## config.mk

```make
export PLATFORM = sky130hd
export DESIGN_NAME = smaqa_issue_ctrl
export DESIGN_NICKNAME = d
export VERILOG_FILES = /design/src/rtl/smaqa_ctrl_pkg.sv /design/src/rtl/smaqa_wdog.sv /design/src/rtl/smaqa_issue_ctrl.sv
export SDC_FILE = /design/constraint.sdc
export NUM_CORES = 1
export LEC_CHECK = 0
export CAP_MARGIN = 20
export CORE_MARGIN = 8
export CORE_UTILIZATION = 41
export CTS_BUF_LIST = sky130_fd_sc_hd__clkbuf_4 sky130_fd_sc_hd__clkbuf_8
export CTS_CLUSTER_DIAMETER = 200
export CTS_CLUSTER_SIZE = 25
export DETAILED_ROUTE_END_ITERATION = 8
export GPL_TIMING_DRIVEN = 0
export PLACE_DENSITY_LB_ADDON = 0.2
export SLEW_MARGIN = 5
export SYNTH_ARGS = -nofsm -noshare
export SYNTH_HDL_FRONTEND = slang
export SYNTH_HIERARCHICAL = 1
export SYNTH_SLANG_ARGS = --single-unit
```

## constraint.sdc

```tcl
create_clock -name clk_i -period 2.1 [get_ports clk_i]
set_clock_uncertainty 0.15 [all_clocks]
set_input_delay 0.315 -clock clk_i [delete_from_list [all_inputs] [get_ports clk_i]]
set_output_delay 0.315 -clock clk_i [all_outputs]
set_load 0.01 [all_outputs]
```

## src/rtl/smaqa_ctrl_pkg.sv

```systemverilog
// Shared types for the SMAQA issue controller: FSM states, latched request and watchdog width.
package smaqa_ctrl_pkg;

    localparam int TRANS_ID_BITS = 3;
    // Watchdog counter width; TIMEOUT_CYCLES must fit below 2**TMO_W.
    localparam int TMO_W         = 8;

    typedef enum logic [2:0] {
        IDLE,
        RD_AB,
        RD_C,
        ISSUE,
        WAIT,
        WB
    } state_e;

    typedef struct packed {
        logic [4:0]               rs1;
        logic [4:0]               rs2;
        logic [4:0]               rd;
        logic [TRANS_ID_BITS-1:0] trans_id;
    } smaqa_req_t;

endpackage

```

## src/rtl/smaqa_wdog.sv

```systemverilog
// Result watchdog: counts cycles while enabled, flags the last allowed cycle (count == LIMIT-1).
module smaqa_wdog
    import smaqa_ctrl_pkg::*;
#(
    parameter int LIMIT = 16
) (
    input  logic clk_i,
    input  logic rst_i,
    input  logic clr_i,
    input  logic en_i,
    output logic expire_o
);

    logic [TMO_W-1:0] r_cnt;

    always_ff @(posedge clk_i) begin
        if (rst_i || clr_i) begin
            r_cnt <= '0;
        end else if (en_i) begin
            r_cnt <= r_cnt + 1'b1;
        end
    end

    assign expire_o = en_i && (r_cnt == TMO_W'(LIMIT - 1));

endmodule

```

## src/rtl/smaqa_issue_ctrl.sv

```systemverilog
// Sequences one SMAQA (rd += dot4 of signed bytes) around a 2-read-port regfile and the multiplier.
// Optional macro SMAQA_FWD_EN: forwards the last written rd so back-to-back accumulation skips RD_C.
module smaqa_issue_ctrl
    import smaqa_ctrl_pkg::*;
#(
    parameter int XLEN           = 32,
    parameter int TIMEOUT_CYCLES = 16
) (
    input  logic                     clk_i,
    input  logic                     rst_i,
    input  logic                     req_valid_i,
    output logic                     req_ready_o,
    input  logic [4:0]               req_rs1_i,
    input  logic [4:0]               req_rs2_i,
    input  logic [4:0]               req_rd_i,
    input  logic [TRANS_ID_BITS-1:0] req_trans_id_i,
    output logic [1:0][4:0]          rf_raddr_o,
    input  logic [1:0][XLEN-1:0]     rf_rdata_i,
    output logic                     mult_valid_o,
    input  logic                     mult_ready_i,
    output logic [XLEN-1:0]          mult_op_a_o,
    output logic [XLEN-1:0]          mult_op_b_o,
    output logic [XLEN-1:0]          mult_op_c_o,
    output logic [TRANS_ID_BITS-1:0] mult_trans_id_o,
    input  logic                     mult_valid_i,
    input  logic [XLEN-1:0]          mult_result_i,
    input  logic [TRANS_ID_BITS-1:0] mult_trans_id_i,
    output logic                     rf_we_o,
    output logic [4:0]               rf_waddr_o,
    output logic [XLEN-1:0]          rf_wdata_o,
    output logic                     done_valid_o,
    output logic [TRANS_ID_BITS-1:0] done_trans_id_o,
    output logic                     err_o
);

    state_e           r_state;
    smaqa_req_t       r_req;
    logic [XLEN-1:0]  r_a, r_b, r_c, r_wdata;
    logic             r_mv, r_we, r_done, r_err;

    logic             w_expire, w_hit, w_timeout;
    logic             w_fwd_a, w_fwd_b, w_skip_c;
    logic [XLEN-1:0]  w_fwd_val, w_a, w_b, w_c;

    smaqa_wdog #(.LIMIT(TIMEOUT_CYCLES)) u_wdog (
        .clk_i    (clk_i),
        .rst_i    (rst_i),
        .clr_i    (r_state != WAIT),
        .en_i     (r_state == WAIT),
        .expire_o (w_expire)
    );

    // A matching result in the final cycle beats the watchdog.
    assign w_hit     = mult_valid_i && (mult_trans_id_i == r_req.trans_id);
    assign w_timeout = (r_state == WAIT) && !w_hit && w_expire;

`ifdef SMAQA_FWD_EN
    logic             r_fwd_vld;
    logic [4:0]       r_fwd_rd;
    logic [XLEN-1:0]  r_fwd_val;

    always_ff @(posedge clk_i) begin
        if (rst_i) begin
            r_fwd_vld <= 1'b0;
            r_fwd_rd  <= '0;
            r_fwd_val <= '0;
        end else if (r_we) begin
            r_fwd_vld <= 1'b1;
            r_fwd_rd  <= r_req.rd;
            r_fwd_val <= r_wdata;
        end else if (w_timeout) begin
            r_fwd_vld <= 1'b0;
        end
    end

    assign w_fwd_a   = r_fwd_vld && (r_fwd_rd == r_req.rs1);
    assign w_fwd_b   = r_fwd_vld && (r_fwd_rd == r_req.rs2);
    assign w_skip_c  = r_fwd_vld && (r_fwd_rd == r_req.rd) && (r_req.rd != '0);
    assign w_fwd_val = r_fwd_val;
`else
    assign w_fwd_a   = 1'b0;
    assign w_fwd_b   = 1'b0;
    assign w_skip_c  = 1'b0;
    assign w_fwd_val = '0;
`endif

    // x0 reads as zero no matter what the regfile returns.
    assign w_a = (r_req.rs1 == '0) ? '0 : (w_fwd_a ? w_fwd_val : rf_rdata_i[0]);
    assign w_b = (r_req.rs2 == '0) ? '0 : (w_fwd_b ? w_fwd_val : rf_rdata_i[1]);
    assign w_c = (r_req.rd  == '0) ? '0 : rf_rdata_i[0];

    always_comb begin
        rf_raddr_o = '0;
        if (r_state == RD_AB) begin
            rf_raddr_o[0] = r_req.rs1;
            rf_raddr_o[1] = r_req.rs2;
        end else if (r_state == RD_C) begin
            rf_raddr_o[0] = r_req.rd;
        end
    end

    always_ff @(posedge clk_i) begin
        if (rst_i) begin
            r_state <= IDLE;
            r_req   <= '0;
            r_a     <= '0;
            r_b     <= '0;
            r_c     <= '0;
            r_wdata <= '0;
            r_mv    <= 1'b0;
            r_we    <= 1'b0;
            r_done  <= 1'b0;
            r_err   <= 1'b0;
        end else begin
            r_we   <= 1'b0;
            r_done <= 1'b0;
            r_err  <= 1'b0;
            case (r_state)
                IDLE: begin
                    if (req_valid_i) begin
                        r_req   <= '{rs1: req_rs1_i, rs2: req_rs2_i, rd: req_rd_i,
                                     trans_id: req_trans_id_i};
                        r_state <= RD_AB;
                    end
                end
                RD_AB: begin
                    r_a <= w_a;
                    r_b <= w_b;
                    if (w_skip_c) begin
                        r_c     <= w_fwd_val;
                        r_mv    <= 1'b1;
                        r_state <= ISSUE;
                    end else begin
                        r_state <= RD_C;
                    end
                end
                RD_C: begin
                    r_c     <= w_c;
                    r_mv    <= 1'b1;
                    r_state <= ISSUE;
                end
                ISSUE: begin
                    if (mult_ready_i) begin
                        r_mv    <= 1'b0;
                        r_state <= WAIT;
                    end
                end
                WAIT: begin
                    if (w_hit) begin
                        r_wdata <= mult_result_i;
                        r_we    <= (r_req.rd != '0);
                        r_done  <= 1'b1;
                        r_state <= WB;
                    end else if (w_expire) begin
                        r_err   <= 1'b1;
                        r_done  <= 1'b1;
                        r_state <= IDLE;
                    end
                end
                WB:      r_state <= IDLE;
                default: r_state <= IDLE;
            endcase
        end
    end

    assign req_ready_o     = (r_state == IDLE);
    assign mult_valid_o    = r_mv;
    assign mult_op_a_o     = r_a;
    assign mult_op_b_o     = r_b;
    assign mult_op_c_o     = r_c;
    assign mult_trans_id_o = r_req.trans_id;
    assign rf_we_o         = r_we;
    assign rf_waddr_o      = r_req.rd;
    assign rf_wdata_o      = r_wdata;
    assign done_valid_o    = r_done;
    assign done_trans_id_o = r_req.trans_id;
    assign err_o           = r_err;

endmodule

```

# Yosys cells after proc, flatten, opt, wreduce, memory -nomap -nowiden
# Cells that the tools add are included.
# word_totals
register_bits	161
out_inout_bits	154
inputBits	122
elab_cells	58
# op_classes
n_reduce_logical	16
eq_ne	10
bitwise	2
add_sub_neg	1
n_mux	15
# ops
cell	count
32-bit two-way mux	3
5-bit logical NOT	3
5-bit two-way mux	3
3-bit one-hot mux with 5 select lines	1
3-bit two-way mux	4
8-bit by 1-bit adder with 8-bit output, second input constant	1
8-bit by 4-bit == test with 1-bit output, second input constant	1
3-bit by 2-bit == test with 1-bit output, second input constant	2
3-bit inequality test, second input constant	2
2-bit AND reduction	3
3-bit OR reduction	2
5-bit nonzero test	1
2-bit inequality test, second input constant	2
3-bit by 1-bit == test with 1-bit output, second input constant	1
3-bit == test	1
3-bit == test, second input constant	1
3-bit logical NOT	1
1-bit two-way mux	3
3-bit AND reduction	1
1-bit logical AND	2
1-bit inverter	2
1-bit one-hot mux with 2 select lines	1
2-bit nonzero test	1
2-bit OR reduction	1
1-bit logical OR	1

# Longest topological paths before layout
# Gate-level depths: netlist (run 1).
# logic_depth
word_depth	5
ltp_mapped	8
ltp_nobuf	6

# By module
# Netlist (run 1), hierarchy kept.
# by_module_without_submodules
module	cells_per_inst	area_each_um2	n_inst	seq_area_each_um2
smaqa_issue_ctrl	727	6749.0	1	3062.9
smaqa_wdog	39	356.6	1	160.2

# Least setup slack after synthesis (run 1)
# OpenSTA, ideal clock, no wires.
# synth_timing
path_type	register to register
from	reg r_state[1]
to	reg u_wdog.r_cnt[7]
setup_slack_ns	0.061
t_arrival_ns	1.774
stages_incl_launch_ff	8
t_required_ns	1.835
setup_ns	0.115
path_buffers	2
synth_period_minus_slack_ns	2.039
cell_sequence	dfxtp_1 > buf_2 > or3b_1 > buf_2 > inv_1 > nand4_2 > o31a_1 > o21a_1
# synth_between
elab_chain_len	2
elab_cells_between_ends	3
classes_between	eq/ne: 2; reduce/logical: 1
# synth_rtl
element	line	text
from (decl)	smaqa_issue_ctrl.sv:36	state_e r_state;
from (signal assigned)	smaqa_issue_ctrl.sv:104	r_state <= IDLE;
from (signal assigned)	smaqa_issue_ctrl.sv:123	r_state <= RD_AB;
from (signal assigned)	smaqa_issue_ctrl.sv:132	r_state <= ISSUE;
3-bit inequality test	smaqa_issue_ctrl.sv:48	.clr_i (r_state != WAIT),
1-bit logical OR	smaqa_wdog.sv:17	if (rst_i || clr_i) begin
to (signal assigned)	smaqa_wdog.sv:20	r_cnt <= r_cnt + 1'b1;
to (decl)	smaqa_wdog.sv:14	logic [TMO_W-1:0] r_cnt;
# Several ways; a longest one is shown, not always the timed one.
# A chain may end at the register's enable or synchronous reset.

==> results of run 1 <==
-- layout make-up --
| class | instances | share of cell area (%) |
|---|---|---|
| sequential | 161 | 30.10 |
| buffer | 87 | 5.542 |
| tap | 225 | 2.625 |
| inverter | 2 | 0.1167 |
| multi-input combinational | 514 | 31.40 |
| clock buffer | 21 | 2.637 |
| timing repair buffer | 284 | 26.37 |
| clock inverter | 9 | 1.213 |
-- final timing paths --
| kind | slack [ps] | to | start |
|---|---|---|---|
| min | 260 | done_trans_id_o[2]$_SDFFE_PP0P_ | req_trans_id_i[2] |
| min reg2reg | 300 | mult_op_b_o[7]$_SDFFE_PP0P_ | mult_op_b_o[7]$_SDFFE_PP0P_ |
| max | 9 | rf_raddr_o[0] | r_state[1]$_SDFFE_PP0P_ |
| max reg2reg | 90 | u_wdog/r_cnt[5]$_SDFFE_PP0P_ | r_state[1]$_SDFFE_PP0P_ |
-- state kept, by name, indices dropped and copies added, names as in the netlist --
signal and cells:
done_trans_id_o 3, done_valid_o 1, err_o 1, mult_op_a_o 32
mult_op_b_o 32, mult_op_c_o 32, mult_valid_o 1, r_req 10
r_state 3, rf_waddr_o 5, rf_wdata_o 32, rf_we_o 1
u_wdog/r_cnt 8
-- through the flow --
step	hold WS [ps]	instances	worst slack, ps	power, W	utilization (%)
6_report	258.4	1303	8.888	0.007270	62.65
5_1_grt	230.9	1303	-89.21	0.007583	62.65
4_1_cts	232.0	1302	-46.99	0.007320	62.29
3_5_place_dp	293.0	1266	-526.5	0.004871	59.24
3_3_place_gp	288.2	1266	-539.5	0.004858	59.24
2_1_floorplan	275.4	766	61.00	0.004135	-
-- cells in the final DEF, fill, tap and decap left out, drive strengths merged, types with 5 or more instances in the layout --
cell type	Yosys	routed
dfxtp	161	161
o211ai	96	96
clkbuf	33	53
nand2b	64	64
nand2	136	136
mux2i	33	33
a21oi	117	117
clkdlybuf4s50	0	264
buf	56	75
xor2	6	6
and2	5	5
nor2	10	10
o21ai	6	6
a22o	5	5
-- layer usage --
metal / track usage (%) / wire (um) / up-vias / share of wire [%]
li1: - / - / 3258 / -
met5: 0 / 13 / - / 0.055
met3: 7.184 / 1824 / 29 / 7.8
met4: 8.159 / 570 / 2 / 2.4
met2: 34.40 / 11240 / 200 / 48
met1: 24.58 / 9806 / 3121 / 42
-- cells by family (layout without fill, tap and decap cells) --
kind of cell | after synthesis | in the layout | synth area share (%)
AOI/OAI and AO/OA | 231 | 231 | 23.38
adders and majority gates | 1 | 1 | 0.1761
and+or+nand+nor | 242 | 242 | 17.54
buffers and inverters | 91 | 403 | 8.030
xor gates and xnor gates | 7 | 7 | 0.8628
DFF | 161 | 161 | 45.36
muxes | 33 | 33 | 4.649
-- repair_timing --
action,CTS,global route
setup buffers,7,2
gates resized for setup,81,22
pin swaps,4,10
endpoints found under the setup margin,28,26
-- worst min-delay path, stage by stage --
cell	delay [ps]
clkdlybuf4s50_1	390
nand2_1	50
a21oi_1	50
-- power groups by stage --
stage	sequential (W)	clock (W)	combinational, W
after floorplan	0.00335	0	0.000784
after global placement	0.00332	0	0.00154
after detailed placement	0.00332	0	0.00155
after CTS	0.00325	0.00247	0.00159
after global routing	0.00327	0.00260	0.00171
final	0.00326	0.00242	0.00159
==> results.sh, run 1 <==
export IMPL_synthFlopType="dfxtp_1"
export IMPL_switching_share_pct=28.08
export IMPL_cp_top_family="buffers and inverters"
export IMPL_power_density_nw_per_um2=677.9
export IMPL_cts_htree_levels=4
export IMPL_gp_congestion=0.7801
export IMPL_power_switching_w=0.002041
export IMPL_cap_violations=0
export IMPL_antenna_cells=0
export IMPL_port_buffers=275
export IMPL_synthToLayoutAreaGrowth_pct=50.92
export IMPL_cp_slowest_cell="dfxtp_2"
export IMPL_rsz0062_at_grt="true"
export IMPL_yosys_area_top_type="dfxtp_1"
export IMPL_path_buf_inv=4
export IMPL_seqPwrFrac_pct=44.8
export IMPL_internal_power_w=0.005228
export IMPL_multiInputGateArea_sq_um=3367
export IMPL_nets=1190
export IMPL_cp_start_kind="flop"
export IMPL_wl_per_cell_um=18.00
export IMPL_fillers=1520
export IMPL_path_class="flop to output port"
export IMPL_dieArea_sq_um=21800
export IMPL_dp_hpwl_um=17810
export IMPL_setup_viol=0
export IMPL_clk_pin_slew_ps=80
export IMPL_path_depth=6
export IMPL_drt_initial_drc_count=248
export IMPL_drc=0
export IMPL_ys_top_cells_by_count="161 x dfxtp_1, 136 x nand2_1, 117 x a21oi_1"
export IMPL_end_kind="output port"
export IMPL_critPathMostFrequentCell="buf_6"
export IMPL_clk_latency_ps=440
export IMPL_cp_data_arrival_time_ps=1630
export IMPL_regArea_sq_um=3228
export IMPL_cts_root_buf="clkbuf_8"
export IMPL_grt_antenna_before_repair=1
export IMPL_tightest_slew_ps=694.8
export IMPL_ys_seq_area_share_pct=45.36
export IMPL_vdd_ir_drop_max_mv=0.4010
export IMPL_die_width_um=147.6
export IMPL_vias_per_cell=5.073
export IMPL_cts_sinks=161
export IMPL_grt_pass1_vias=6562
export IMPL_cts_max_path_buffers=2
export IMPL_synth_area_leaders="dfxtp_1 45%, a21oi_1 8.2%, o211ai_2 7.9%, nand2_1 7.2%, nand2b_1 5.6%"
export IMPL_max_stage_delay_ps=330
export IMPL_vias=6610
export IMPL_synth_area_sq_um=7106
export IMPL_finalHoldViolCount=0
export IMPL_start_util_pct=41.51
export IMPL_cts_buffers=17
export IMPL_final_area_sq_um=10720
export IMPL_synth_top_area_share_pct=45.36
export IMPL_cp_cell_sequence="buf_6 -> nor3b_4 -> clkbuf_8 -> buf_8 -> a22o_1 -> buf_6"
export IMPL_synth_seq_cells=161
export IMPL_worstHoldPathCells=3
export IMPL_final_layout_size_suffix_gt1_share_pct=16.51
export IMPL_slew_headroom_pct=53.68
export IMPL_syn_nets=889
export IMPL_worst_ep_required_time_ps=1630
export IMPL_cts_tree="done"
export IMPL_grtUsageTotal_pct=20.90
export IMPL_grt_pass1_wl_um=36150
export IMPL_fmax_ghz=0.4782
export IMPL_critPathMaxFanout=8
export IMPL_netlist_instances=766
export IMPL_std_cell_rows=48
export IMPL_grt_max_degree=17
export IMPL_synth_edff_count=0
export IMPL_maxSlewViolCount=0
export IMPL_run_status="complete, no violations"
export IMPL_coreArea_sq_um=17120
export IMPL_synthDistinctLibCells=46
export IMPL_synth_most_common_cell="dfxtp_1"
export IMPL_placed_cell_area_sq_um=10140
export IMPL_final_period_utilization_pct=99.58
export IMPL_syn_avg_cell_area_sq_um=9.276
export IMPL_hold_class="input port to flop"
export IMPL_synthArstFlopShare_pct=0
export IMPL_combinationalPowerShare_pct=21.9
export IMPL_period_needed_ps=2091
export IMPL_ant_nets=0
export IMPL_r2r_cells=8
export IMPL_hold_buffers=0
export IMPL_clockPowerShare_pct=33.3
export IMPL_tns_ps=0
export IMPL_p_leak_nw=3.741
export IMPL_io_pins=276
export IMPL_grt_overflow_total=0
export IMPL_drt_wl_total_um=23450
export IMPL_firstDrtPassIters=4
export IMPL_ys_warn_count=6
export IMPL_die_y_um=147.6
(Power assumes the default switching activity.)
==> run 2, diff against run 1 <==
- CORE_MARGIN: 8 -> 5
==> results.sh, run 2 (synthesis results as in run 1) <==
export IMPL_critPathMaxFanout=6
export IMPL_vdd_ir_drop_max_mv=0.4243
export IMPL_firstDrtPassIters=5
export IMPL_port_buffers=275
export IMPL_worst_ep_required_time_ps=1630
export IMPL_hold_class="input port to flop"
export IMPL_worstHoldPathCells=3
export IMPL_maxSlewViolCount=0
export IMPL_ff2ff_setup_slack_ps=100
export IMPL_grt_pass1_wl_um=34470
export IMPL_p_leak_nw=3.746
export IMPL_grt_pass1_vias=6348
export IMPL_violations="setup timing"
export IMPL_die_width_um=141.6
export IMPL_cp_data_arrival_time_ps=1690
export IMPL_cts_sinks=161
export IMPL_cap_violations=0
export IMPL_clk_latency_ps=450
export IMPL_vias_per_cell=5.002
export IMPL_io_pins=276
export IMPL_cp_cell_sequence="buf_8 -> nor3b_4 -> clkbuf_8 -> buf_6 -> a22o_1 -> buf_6"
export IMPL_grt_antenna_before_repair=0
export IMPL_placed_cell_area_sq_um=10140
export IMPL_cp_start_kind="flop"
export IMPL_most_common_layout_cells="264 x clkdlybuf4s50_1, 158 x dfxtp_1, 136 x nand2_1, 117 x a21oi_1, 64 x nand2b_1"
export IMPL_final_area_sq_um=10780
export IMPL_final_layout_size_suffix_gt1_share_pct=16.57
export IMPL_vias=6527
export IMPL_coreArea_sq_um=17180
export IMPL_regToRegStartpoint="r_state[0]$_SDFFE_PP0P_"
export IMPL_fmax_ghz=0.4631
export IMPL_run_status="finished with violations"
export IMPL_drt_initial_drc_count=313
export IMPL_nets=1190
export IMPL_r2r_end="err_o$_SDFF_PP0_"
export IMPL_grt_overflow_total=0
export IMPL_drt_wl_total_um=22290
export IMPL_cts_max_path_buffers=2
export IMPL_ant_nets=0
export IMPL_cts_root_buf="clkbuf_8"
export IMPL_grt_max_degree=17
export IMPL_start_util_pct=41.37
export IMPL_cp_top_family="buffers and inverters"
export IMPL_slew_headroom_pct=54.01
export IMPL_setup_viol=10
export IMPL_gp_congestion=0.7857
export IMPL_final_common_cell="clkdlybuf4s50_1"
export IMPL_cp_startpoint="r_state[2]$_SDFFE_PP0P_"
export IMPL_cts_tree="done"
export IMPL_min_to="rf_waddr_o[3]$_SDFFE_PP0P_"
export IMPL_die_y_um=141.6
export IMPL_dieArea_sq_um=20060
export IMPL_critPathMostFrequentCell="buf_6"
export IMPL_grtUsageTotal_pct=21.62
export IMPL_tightest_slew_ps=689.9
export IMPL_final_period_utilization_pct=102.8
export IMPL_hold_buffers=0
export IMPL_cp_slowest_cell="dfxtp_4"
export IMPL_finalHoldViolCount=0
export IMPL_dp_hpwl_um=16780
export IMPL_clk_pin_slew_ps=90
export IMPL_antenna_cells=0
export IMPL_std_cell_rows=48
export IMPL_path_class="flop to output port"
export IMPL_power_density_nw_per_um2=677.1
export IMPL_rsz0062_at_grt="true"
export IMPL_wl_per_cell_um=17.08
export IMPL_cts_htree_levels=4
export IMPL_hold_start="req_rd_i[3]"
export IMPL_max_stage_delay_ps=360
export IMPL_path_buf_inv=4
export IMPL_synthToLayoutAreaGrowth_pct=51.70
export IMPL_setup_ws_ps=-59.15
export IMPL_end_kind="output port"
export IMPL_holdWs_ps=252.6
export IMPL_fin_util_pct=62.76
export IMPL_period_needed_ps=2159
export IMPL_cts_buffers=17
export IMPL_r2r_cells=8
export IMPL_drc=0
## run 2: cell types whose count changed in the layout (fill, tap and decap cells not counted), sizes merged
cell           before  now
clkinvlp            1    3
clkinv              4    6
clkdlybuf4s15       0    1
inv                 3    2
clkbuf             53   51
## run 2: layout make-up
| type | count | area (sq um) |
|---|---|---|
| multi-input combinational | 514 | 3368 |
| fill | 1535 | 6397 |
| inverter | 2 | 12.51 |
| sequential | 161 | 3232 |
| timing repair buffer | 284 | 2849 |
| tap | 225 | 281.5 |
| clock buffer | 20 | 269.0 |
| clock inverter | 12 | 157.7 |
| buffer | 87 | 609.3 |
## run 2: power breakdown
part	switching (W)	internal [W]
Clock	0.00119	0.00126
Sequential	0.0000841	0.00317
Combinational	0.000801	0.000790
## run 2: worst max-delay path by stage
stage / to / slack [ps] / depth (start not counted)
final: rf_raddr_o[0] / -60 / 6
after global routing: rf_raddr_o[0] / -150 / 6
after detailed placement: mult_op_c_o[24]$_SDFFE_PP0N_ / -590 / 5
after global placement: mult_op_c_o[27]$_SDFFE_PP0N_ / -520 / 5
after CTS: rf_raddr_o[0] / -90 / 6
after floorplan: u_wdog/r_cnt[7]$_SDFFE_PP0P_ / 60 / 7
## run 2: repair_timing
item	in CTS	in global routing
setup buffers	6	3
setup endpoints to repair	42	25
pin swaps	7	3
resized for setup	77	22
## run 2: worst register-to-register path, stage by stage (launching register included)
cell and delay (ps):
dfxtp_2 360, buf_6 150, or3b_1 340, buf_2 190
clkinv_4 100, nand4_4 110, nor2_4 170, inv_1 90
nor4b_2 270
## run 2: per-stage QoR
stage | instances | power [W] | setup TNS [ps] | setup slack (ps)
4_1_cts | 1302 | 0.007345 | -335.7 | -89.10
3_5_place_dp | 1266 | 0.004860 | -58390 | -588.2
2_1_floorplan | 766 | 0.004135 | 0 | 61.00
6_report | 1305 | 0.007299 | -348.5 | -59.15
5_1_grt | 1305 | 0.007619 | -1128 | -145.1
3_3_place_gp | 1266 | 0.004851 | -50430 | -517.7
## run 2: layer usage
layer	part of all wire, %	GRT usage, %	up-vias
met5	0	0	-
met4	2.7	7.727	0
met3	6.9	6.269	40
met2	48	35.42	202
met1	42	27.17	3026
li1	-	-	3259
